File: src/rtl/spi_regfile_rw_if.sv
// SPI pin bundle between an external controller (master) and the register-file target (slave).
// Framing: ncs low brackets one frame; copi is stable around each sclk rise, cipo is valid at each sclk rise.
interface spi_regfile_rw_if;
    logic sclk;
    logic ncs;
    logic copi;
    logic cipo;
    logic cipo_oe;

    modport master (output sclk, output ncs, output copi, input cipo, input cipo_oe);
    modport slave  (input sclk, input ncs, input copi, output cipo, output cipo_oe);
endinterface

File: src/rtl/spi_regfile_rw.sv
// SPI mode-0 target decoding 16-bit frames into the PWM configuration registers, with read-back.
module spi_regfile_rw #(
    parameter int NUM_REGS    = 5,
    parameter int SYNC_STAGES = 2
) (
    input  logic                   clk,
    input  logic                   rst_n,
    spi_regfile_rw_if.slave        spi,
    output logic [7:0]             en_reg_out_7_0,
    output logic [7:0]             en_reg_out_15_8,
    output logic [7:0]             en_reg_pwm_7_0,
    output logic [7:0]             en_reg_pwm_15_8,
    output logic [7:0]             pwm_duty_cycle,
    output logic                   frame_err,
    output logic [1:0]             state_dbg
);
    localparam logic [6:0] WR_COUNT_ADDR = 7'h05;
    localparam logic [4:0] FRAME_BITS    = 5'd16;
    localparam logic [4:0] CNT_MAX       = 5'd17;

    typedef enum logic [1:0] {
        IDLE   = 2'd0,
        SHIFT  = 2'd1,
        COMMIT = 2'd2
    } state_t;

    state_t state, state_nxt;

    // Index SYNC_STAGES of each pipe is the edge-detect flop.
    logic [SYNC_STAGES:0] sclk_pipe, ncs_pipe, copi_pipe;
    logic sclk_rise, sclk_fall, ncs_rise, ncs_fall, copi_s;

    logic [4:0]  bit_cnt;
    logic [15:0] shreg;
    logic [7:0]  rd_sh;
    logic        reading;
    logic        cipo_q;
    logic [7:0]  regs [NUM_REGS];
    logic [7:0]  wr_count;
    logic [6:0]  rd_addr;
    logic [7:0]  rd_val;
    logic        addr_hit;

    // ncs resets low so a frame already running at reset release never shows a fall.
    always_ff @(posedge clk or negedge rst_n) begin
        if (!rst_n) begin
            sclk_pipe <= '0;
            ncs_pipe  <= '0;
            copi_pipe <= '0;
        end else begin
            sclk_pipe <= {sclk_pipe[SYNC_STAGES-1:0], spi.sclk};
            ncs_pipe  <= {ncs_pipe[SYNC_STAGES-1:0], spi.ncs};
            copi_pipe <= {copi_pipe[SYNC_STAGES-1:0], spi.copi};
        end
    end

    assign sclk_rise =  sclk_pipe[SYNC_STAGES-1] & ~sclk_pipe[SYNC_STAGES];
    assign sclk_fall = ~sclk_pipe[SYNC_STAGES-1] &  sclk_pipe[SYNC_STAGES];
    assign ncs_rise  =  ncs_pipe[SYNC_STAGES-1]  & ~ncs_pipe[SYNC_STAGES];
    assign ncs_fall  = ~ncs_pipe[SYNC_STAGES-1]  &  ncs_pipe[SYNC_STAGES];
    assign copi_s    =  copi_pipe[SYNC_STAGES];

    always_ff @(posedge clk or negedge rst_n) begin
        if (!rst_n) state <= IDLE;
        else        state <= state_nxt;
    end

    always_comb begin
        state_nxt = state;
        unique case (state)
            IDLE:    if (ncs_fall) state_nxt = SHIFT;
            SHIFT:   if (ncs_rise) state_nxt = COMMIT;
            COMMIT:  state_nxt = IDLE;
            default: state_nxt = IDLE;
        endcase
    end

    // Address of a read is complete once the 8th bit arrives on copi.
    assign rd_addr = {shreg[5:0], copi_s};

    always_comb begin
        rd_val = 8'h00;
        if (rd_addr == WR_COUNT_ADDR) rd_val = wr_count;
        for (int i = 0; i < NUM_REGS; i++) begin
            if (rd_addr == 7'(i)) rd_val = regs[i];
        end
    end

    always_comb begin
        addr_hit = 1'b0;
        for (int i = 0; i < NUM_REGS; i++) begin
            if (shreg[14:8] == 7'(i)) addr_hit = 1'b1;
        end
    end

    always_ff @(posedge clk or negedge rst_n) begin
        if (!rst_n) begin
            bit_cnt   <= '0;
            shreg     <= '0;
            rd_sh     <= '0;
            reading   <= 1'b0;
            cipo_q    <= 1'b0;
            wr_count  <= '0;
            frame_err <= 1'b0;
            for (int i = 0; i < NUM_REGS; i++) regs[i] <= '0;
        end else begin
            frame_err <= 1'b0;
            unique case (state)
                IDLE: begin
                    cipo_q <= 1'b0;
                    if (ncs_fall) begin
                        bit_cnt <= '0;
                        shreg   <= '0;
                        rd_sh   <= '0;
                        reading <= 1'b0;
                    end
                end
                SHIFT: begin
                    // A coincident ncs rise ends the frame; the sclk edge is dropped.
                    if (!ncs_rise) begin
                        if (sclk_rise) begin
                            if (bit_cnt < FRAME_BITS) shreg <= {shreg[14:0], copi_s};
                            if (bit_cnt != CNT_MAX)   bit_cnt <= bit_cnt + 5'd1;
                            if (bit_cnt == 5'd7 && !shreg[6]) begin
                                reading <= 1'b1;
                                rd_sh   <= rd_val;
                                cipo_q  <= rd_val[7];
                            end
                        end else if (sclk_fall && reading && bit_cnt >= 5'd9) begin
                            rd_sh  <= {rd_sh[6:0], 1'b0};
                            cipo_q <= rd_sh[6];
                        end
                    end
                end
                COMMIT: begin
                    cipo_q <= 1'b0;
                    if (bit_cnt != FRAME_BITS) begin
                        frame_err <= 1'b1;
                    end else if (shreg[15] && addr_hit) begin
                        for (int i = 0; i < NUM_REGS; i++) begin
                            if (shreg[14:8] == 7'(i)) regs[i] <= shreg[7:0];
                        end
                        wr_count <= wr_count + 8'd1;
                    end
                end
                default: cipo_q <= 1'b0;
            endcase
        end
    end

    assign spi.cipo    = cipo_q;
    assign spi.cipo_oe = (state == SHIFT);
    assign state_dbg   = state;

    assign en_reg_out_7_0  = regs[0];
    assign en_reg_out_15_8 = regs[1];
    assign en_reg_pwm_7_0  = regs[2];
    assign en_reg_pwm_15_8 = regs[3];
    assign pwm_duty_cycle  = regs[4];
endmodule

File: src/flat_wrapper.sv
// flat-port wrapper written by rule: the top's interface ports become plain ports
module spi_regfile_rw_flat 
#(
    parameter int NUM_REGS    = 5,
    parameter int SYNC_STAGES = 2
)
  (clk, rst_n, en_reg_out_7_0, en_reg_out_15_8, en_reg_pwm_7_0, en_reg_pwm_15_8, pwm_duty_cycle, frame_err, state_dbg, spi_sclk, spi_ncs, spi_copi, spi_cipo, spi_cipo_oe);
  spi_regfile_rw_if spi_i ();
  input  logic clk;
  input  logic rst_n;
  output logic [7:0] en_reg_out_7_0;
  output logic [7:0] en_reg_out_15_8;
  output logic [7:0] en_reg_pwm_7_0;
  output logic [7:0] en_reg_pwm_15_8;
  output logic [7:0] pwm_duty_cycle;
  output logic frame_err;
  output logic [1:0] state_dbg;
  input wire logic [$bits(spi_i.sclk)-1:0] spi_sclk;
  input wire logic [$bits(spi_i.ncs)-1:0] spi_ncs;
  input wire logic [$bits(spi_i.copi)-1:0] spi_copi;
  output wire logic [$bits(spi_i.cipo)-1:0] spi_cipo;
  output wire logic [$bits(spi_i.cipo_oe)-1:0] spi_cipo_oe;
  assign spi_i.sclk = spi_sclk;
  assign spi_i.ncs = spi_ncs;
  assign spi_i.copi = spi_copi;
  assign spi_cipo = spi_i.cipo;
  assign spi_cipo_oe = spi_i.cipo_oe;
  spi_regfile_rw #(.NUM_REGS(NUM_REGS), .SYNC_STAGES(SYNC_STAGES)) u_core (.clk(clk), .rst_n(rst_n), .spi(spi_i), .en_reg_out_7_0(en_reg_out_7_0), .en_reg_out_15_8(en_reg_out_15_8), .en_reg_pwm_7_0(en_reg_pwm_7_0), .en_reg_pwm_15_8(en_reg_pwm_15_8), .pwm_duty_cycle(pwm_duty_cycle), .frame_err(frame_err), .state_dbg(state_dbg));
endmodule
File: config.mk
export PLATFORM = sky130hd
export DESIGN_NAME = spi_regfile_rw_flat
export DESIGN_NICKNAME = d
export VERILOG_FILES = /design/src/rtl/spi_regfile_rw_if.sv /design/src/rtl/spi_regfile_rw.sv /design/src/flat_wrapper.sv
export SDC_FILE = /design/constraint.sdc
export NUM_CORES = 1
export LEC_CHECK = 0
export CAP_MARGIN = 20
export CORE_MARGIN = 2
export CORE_UTILIZATION = 63
export CTS_BUF_LIST = sky130_fd_sc_hd__clkbuf_8
export DETAILED_ROUTE_END_ITERATION = 10
export PLACE_DENSITY = 0.95
export SLEW_MARGIN = 20
export SYNTH_ARGS = -nofsm -noshare
export SYNTH_HDL_FRONTEND = slang
export SYNTH_SLANG_ARGS = --single-unit
File: constraint.sdc
create_clock -name clk -period 5.45 [get_ports clk]
set_clock_uncertainty 0.05 [all_clocks]
set_input_delay 1.3625 -clock clk [delete_from_list [all_inputs] [get_ports clk]]
set_output_delay 1.3625 -clock clk [all_outputs]
set_load 0.02 [all_outputs]
# After elaboration in Yosys (flattened, before gate mapping)
# Cells that the tools add are included.
# word_totals
elab_cells	115
output_inout_bits	45
register_bits	90
in_bits	5
# op_classes
order_cmp	2
eq_ne	23
n_addsub	2
bitwise_logic	9
n_reduce_logical	21
mux	42
# op_table
op	count
16-bit two-way mux	4
8-bit two-way mux	6
7-bit two-way mux	5
16-bit case mux with 2 select lines	1
7-bit by 2-bit equality test with 1-bit output, second input constant	4
7-bit by 3-bit equality test with 1-bit output, second input constant	3
5-bit two-way mux	4
4-bit AND reduction	5
5-bit AND reduction	4
1-bit two-way mux	16
7-bit by 1-bit equality test with 1-bit output, second input constant	2
7-bit zero test	2
7-bit case mux with 2 select lines	1
2-bit by 1-bit inequality test with 1-bit output, second input constant	6
5-bit inequality test, second input constant	2
5-bit case mux with 2 select lines	1
8-bit by 1-bit adder with 8-bit output, second input constant	1
3-bit AND reduction	2
5-bit by 1-bit adder with 5-bit output, second input constant	1
5-bit by 3-bit equality test with 1-bit output, second input constant	1
5-bit by 4-bit >= comparator with 1-bit output, second input constant	1
5-bit < comparator, second input constant	1
1-bit inverter	5
1-bit AND	4
13 further kinds	17

# Logic depth before layout (Yosys ltp)
# logic_depth
ltp_word	11
ltp_mapped	7
depth_no_buf	6

# Worst setup path after synthesis
# Ideal clock, no wire load.
# synth_path
path_kind	register -> output
start	register u_core.state[0], in the netlist u_core.state_dbg[0]
end	output port spi_cipo_oe
t_arrival_ns	1.463
n_path_buf	2
required_time_ns	4.038
slack_ns	2.575
stages_incl_launch_ff	5
path_cell_list	dfrtp_1 > buf_1 > nand2b_1 > inv_1 > clkbuf_1
# synth_between
elab_chain_len	1
# synth_lines
element	line_no	rtl
start, declared	spi_regfile_rw.sv:27	state_t state, state_nxt;
start signal, assigned	spi_regfile_rw.sv:65	else state <= state_nxt;
2-bit by 1-bit equality test with 1-bit output	spi_regfile_rw.sv:152	assign spi.cipo_oe = (state == SHIFT);
end, declared	flat_wrapper.sv:22	output wire logic [$bits(spi_i.cipo_oe)-1:0] spi_cipo_oe;
# No other way between the ends.

# Worst setup path after layout
# Same ends and word-level chain as after synthesis.

==> flow_summary.toml <==
[status]
status = "finished, final reports clean"

[power]
vdd.ir_drop.worst_v = 0.000217
power_per_cell_area_nw_per_um2 = 270
p_leak_nw = 2.22

[routing]
vias_per_cell = 6.59
drc = 0
routedWlPerCell_um = 20.7
routed_wl_um = 10300
first_pass_iters = 5
ant_nets = 0
via_count = 3269
drtIter0Drc = 391

[floorplan]
boundaryPins = 50
die_height_um = 86.9
die_w_um = 86.9
fp-row-count = 30
initial_utilization_pct = 64.5
die_area_sq_um = 7560
core_area_sq_um = 6720

[finish]
layout_commonest_cell = "dfrtp_1"
diodes = 0
nets = 420
mostFrequentLayoutCells = "90 x dfrtp_1, 48 x clkdlybuf4s50_1, 34 x mux2_2"
drive_gt1_share_pct = 17.3
final_cell_area_sq_um = 5030
area_growth_pct = 16.1

[cts]
cts_tree = "yes"
hold_buffers = 0
cts.sinks = 90
clkTransAtPathRegs_ns = 0.10
postCtsSetupRepairBufs = 0
cts_buffers = 9
cts.htree.levels = 3
root_buffer = "clkbuf_8"
cts.path.max_buffers = 2
ctsResizeCount = 0
clkLatencyLatePin_ns = 0.37

[placed_design]
place_hpwl_um = 6890
portBuffers = 49
placedInstanceArea_sq_um = 4840
gp_congestion = 0.868

[worst_setup_path]
cp_max_fo = 16
ff2ff_path_depth = 6
cp_data_required_time_ns = 4.04
start_kind = "flip-flop"
crit_path_end_kind = "primary output"
worstSetupPathType = "reg -> out"
cp.arrival_ns = 2.63

[grt]
grt-ovfl-total = 0
grt_pass1_vias = 3193
grt_usage_pct = 29.3
antenna_found_initial = 0
grt_max_degree = 91
grt_pass1_wl_um = 16700

[timing]
finalHoldViolCount = 0
report.final.slew_viol_count = 0
grt_setup_unrepaired = "false"
worst_pin_slew_ns = 0.873
period_share_pct = 74.2
period_minus_slack_ns = 4.05
setup_violations = 0
fmax_ghz = 0.247
max-slew-margin-rel_pct = 41.6
finalSetupTns_ns = 0

[synth]
ys_seq_area_share_pct = 52.0
synth_cell_types = 58
avgSynthCellArea_sq_um = 11.7
synth_top_family_by_area = "multiplexers"
syn-cell-area_sq_um = 4330
synthesis.nets = 380
ys.warnings.count = 0
synth-xor-area-share_pct = 1.41
async_flop_share_pct = 100
synth_fa_ha_area_share_pct = 1.39
synth_compound_area_share_pct = 9.87
ys_ff_latch = 90
synth-main-ff-cell = "dfrtp_1"
synthCells = 371
synthMuxAreaShare_pct = 17.6
synthSimpleGateAreaFrac_pct = 13.2
synth-edff-count = 0

[worst_hold_path]
holdPathStages = 0
hp-class = "reg -> reg"

[flow_run]
maxCapViolCount = 0
[sequential cells by signal, indices dropped and copies added (netlist names), 2 cells and up]
name and flops:
u_core.bit_cnt 5, u_core.copi_pipe 3, u_core.en_reg_out_15_8 8, u_core.en_reg_out_7_0 8
u_core.en_reg_pwm_15_8 8, u_core.en_reg_pwm_7_0 8, u_core.ncs_pipe 3, u_core.pwm_duty_cycle 8
u_core.rd_sh 7, u_core.sclk_pipe 3, u_core.shreg 16, u_core.state_dbg 2
u_core.wr_count 8
[power breakdown]
group	internal (mW)	switching (mW)
Clock	0.179	0.268
Sequential	0.691	0.0435
Combinational	0.0696	0.106
[final timing paths]
kind                                      from                  endpoint  slack, ns
max reg2reg                  u_core.bit_cnt[0]  u_core.pwm_duty_cycle[4]       2.73
min reg2reg                u_core.copi_pipe[0]       u_core.copi_pipe[1]       0.31
min in group asynchronous                rst_n         u_core.bit_cnt[0]       0.98
max                        u_core.state_dbg[0]               spi_cipo_oe       1.40
min                        u_core.copi_pipe[0]       u_core.copi_pipe[1]       0.31
max in group asynchronous                rst_n          u_core.shreg[14]       3.80
[critical path, cell delays in order, from the launching register on]
cell and delay, ns:
dfrtp_1 0.62, nand2b_1 0.39, inv_1 0.54, clkdlybuf4s50_1 0.71
[layout make-up]
class | instances | area, sq um
timing repair buffer | 51 | 507
fill | 391 | 1690
inverter | 27 | 101
clock inverter | 7 | 66.3
tap | 80 | 100
clock buffer | 9 | 124
multi-input combinational | 232 | 1880
sequential | 90 | 2250
[metal layers]
metal | global-route usage [%] | up-vias | part of all wire, %
met5 | 0 | - | 0
met4 | 9.38 | 0 | 1.4
met3 | 6.73 | 14 | 6.7
met2 | 45.4 | 149 | 49
met1 | 41.4 | 1668 | 42
li1 | - | 1438 | -
[synth_stat cells, types with 3 or more instances]
cell type | count | area [sq um]
o221ai_1 | 4 | 35.0
nand2_1 | 24 | 90.1
nor3b_1 | 3 | 22.5
inv_1 | 27 | 101
a21oi_1 | 6 | 30.0
nand2b_1 | 8 | 50.1
o2111ai_1 | 4 | 35.0
o21ai_0 | 8 | 40.0
xnor2_1 | 6 | 52.6
nor4b_1 | 3 | 26.3
nand3_1 | 4 | 20.0
dfrtp_1 | 90 | 2250
nor2_1 | 15 | 56.3
a211oi_1 | 3 | 22.5
buf_1 | 4 | 15.0
mux2_4 | 8 | 120
mux2i_1 | 26 | 260
or2_2 | 4 | 25.0
a311oi_1 | 5 | 43.8
a221oi_1 | 4 | 35.0
nand4b_1 | 4 | 35.0
clkbuf_1 | 13 | 48.8
ha_1 | 4 | 50.1
and3_1 | 5 | 31.3
nand4_1 | 6 | 37.5
buf_2 | 3 | 15.0
o32ai_1 | 7 | 61.3
mux2_2 | 34 | 383
[kinds of logic (layout without fill, tap and decap cells)]
kind of cell / after synthesis / in the layout
xor+xnor: 7 / 7
flops: 90 / 90
simple gates: 96 / 96
buf+inv: 49 / 94
compound gates: 56 / 56
fa+ha+maj: 5 / 5
mux: 68 / 68
[per-stage QoR]
stage               utilization [%]  setup slack [ns]  hold slack (ns)  power [mW]  instances
finish                         74.9              1.40            0.313        1.36        496
detailed placement             72.0              1.88            0.287       0.914        480
global placement               72.0              2.03            0.284       0.906        480
global route                   74.9              1.29            0.325        1.41        496
CTS                            74.9              1.49            0.315        1.35        496
floorplan                         -              2.57            0.281       0.856        371
No activity file was read; power rests on OpenSTA's default activity.
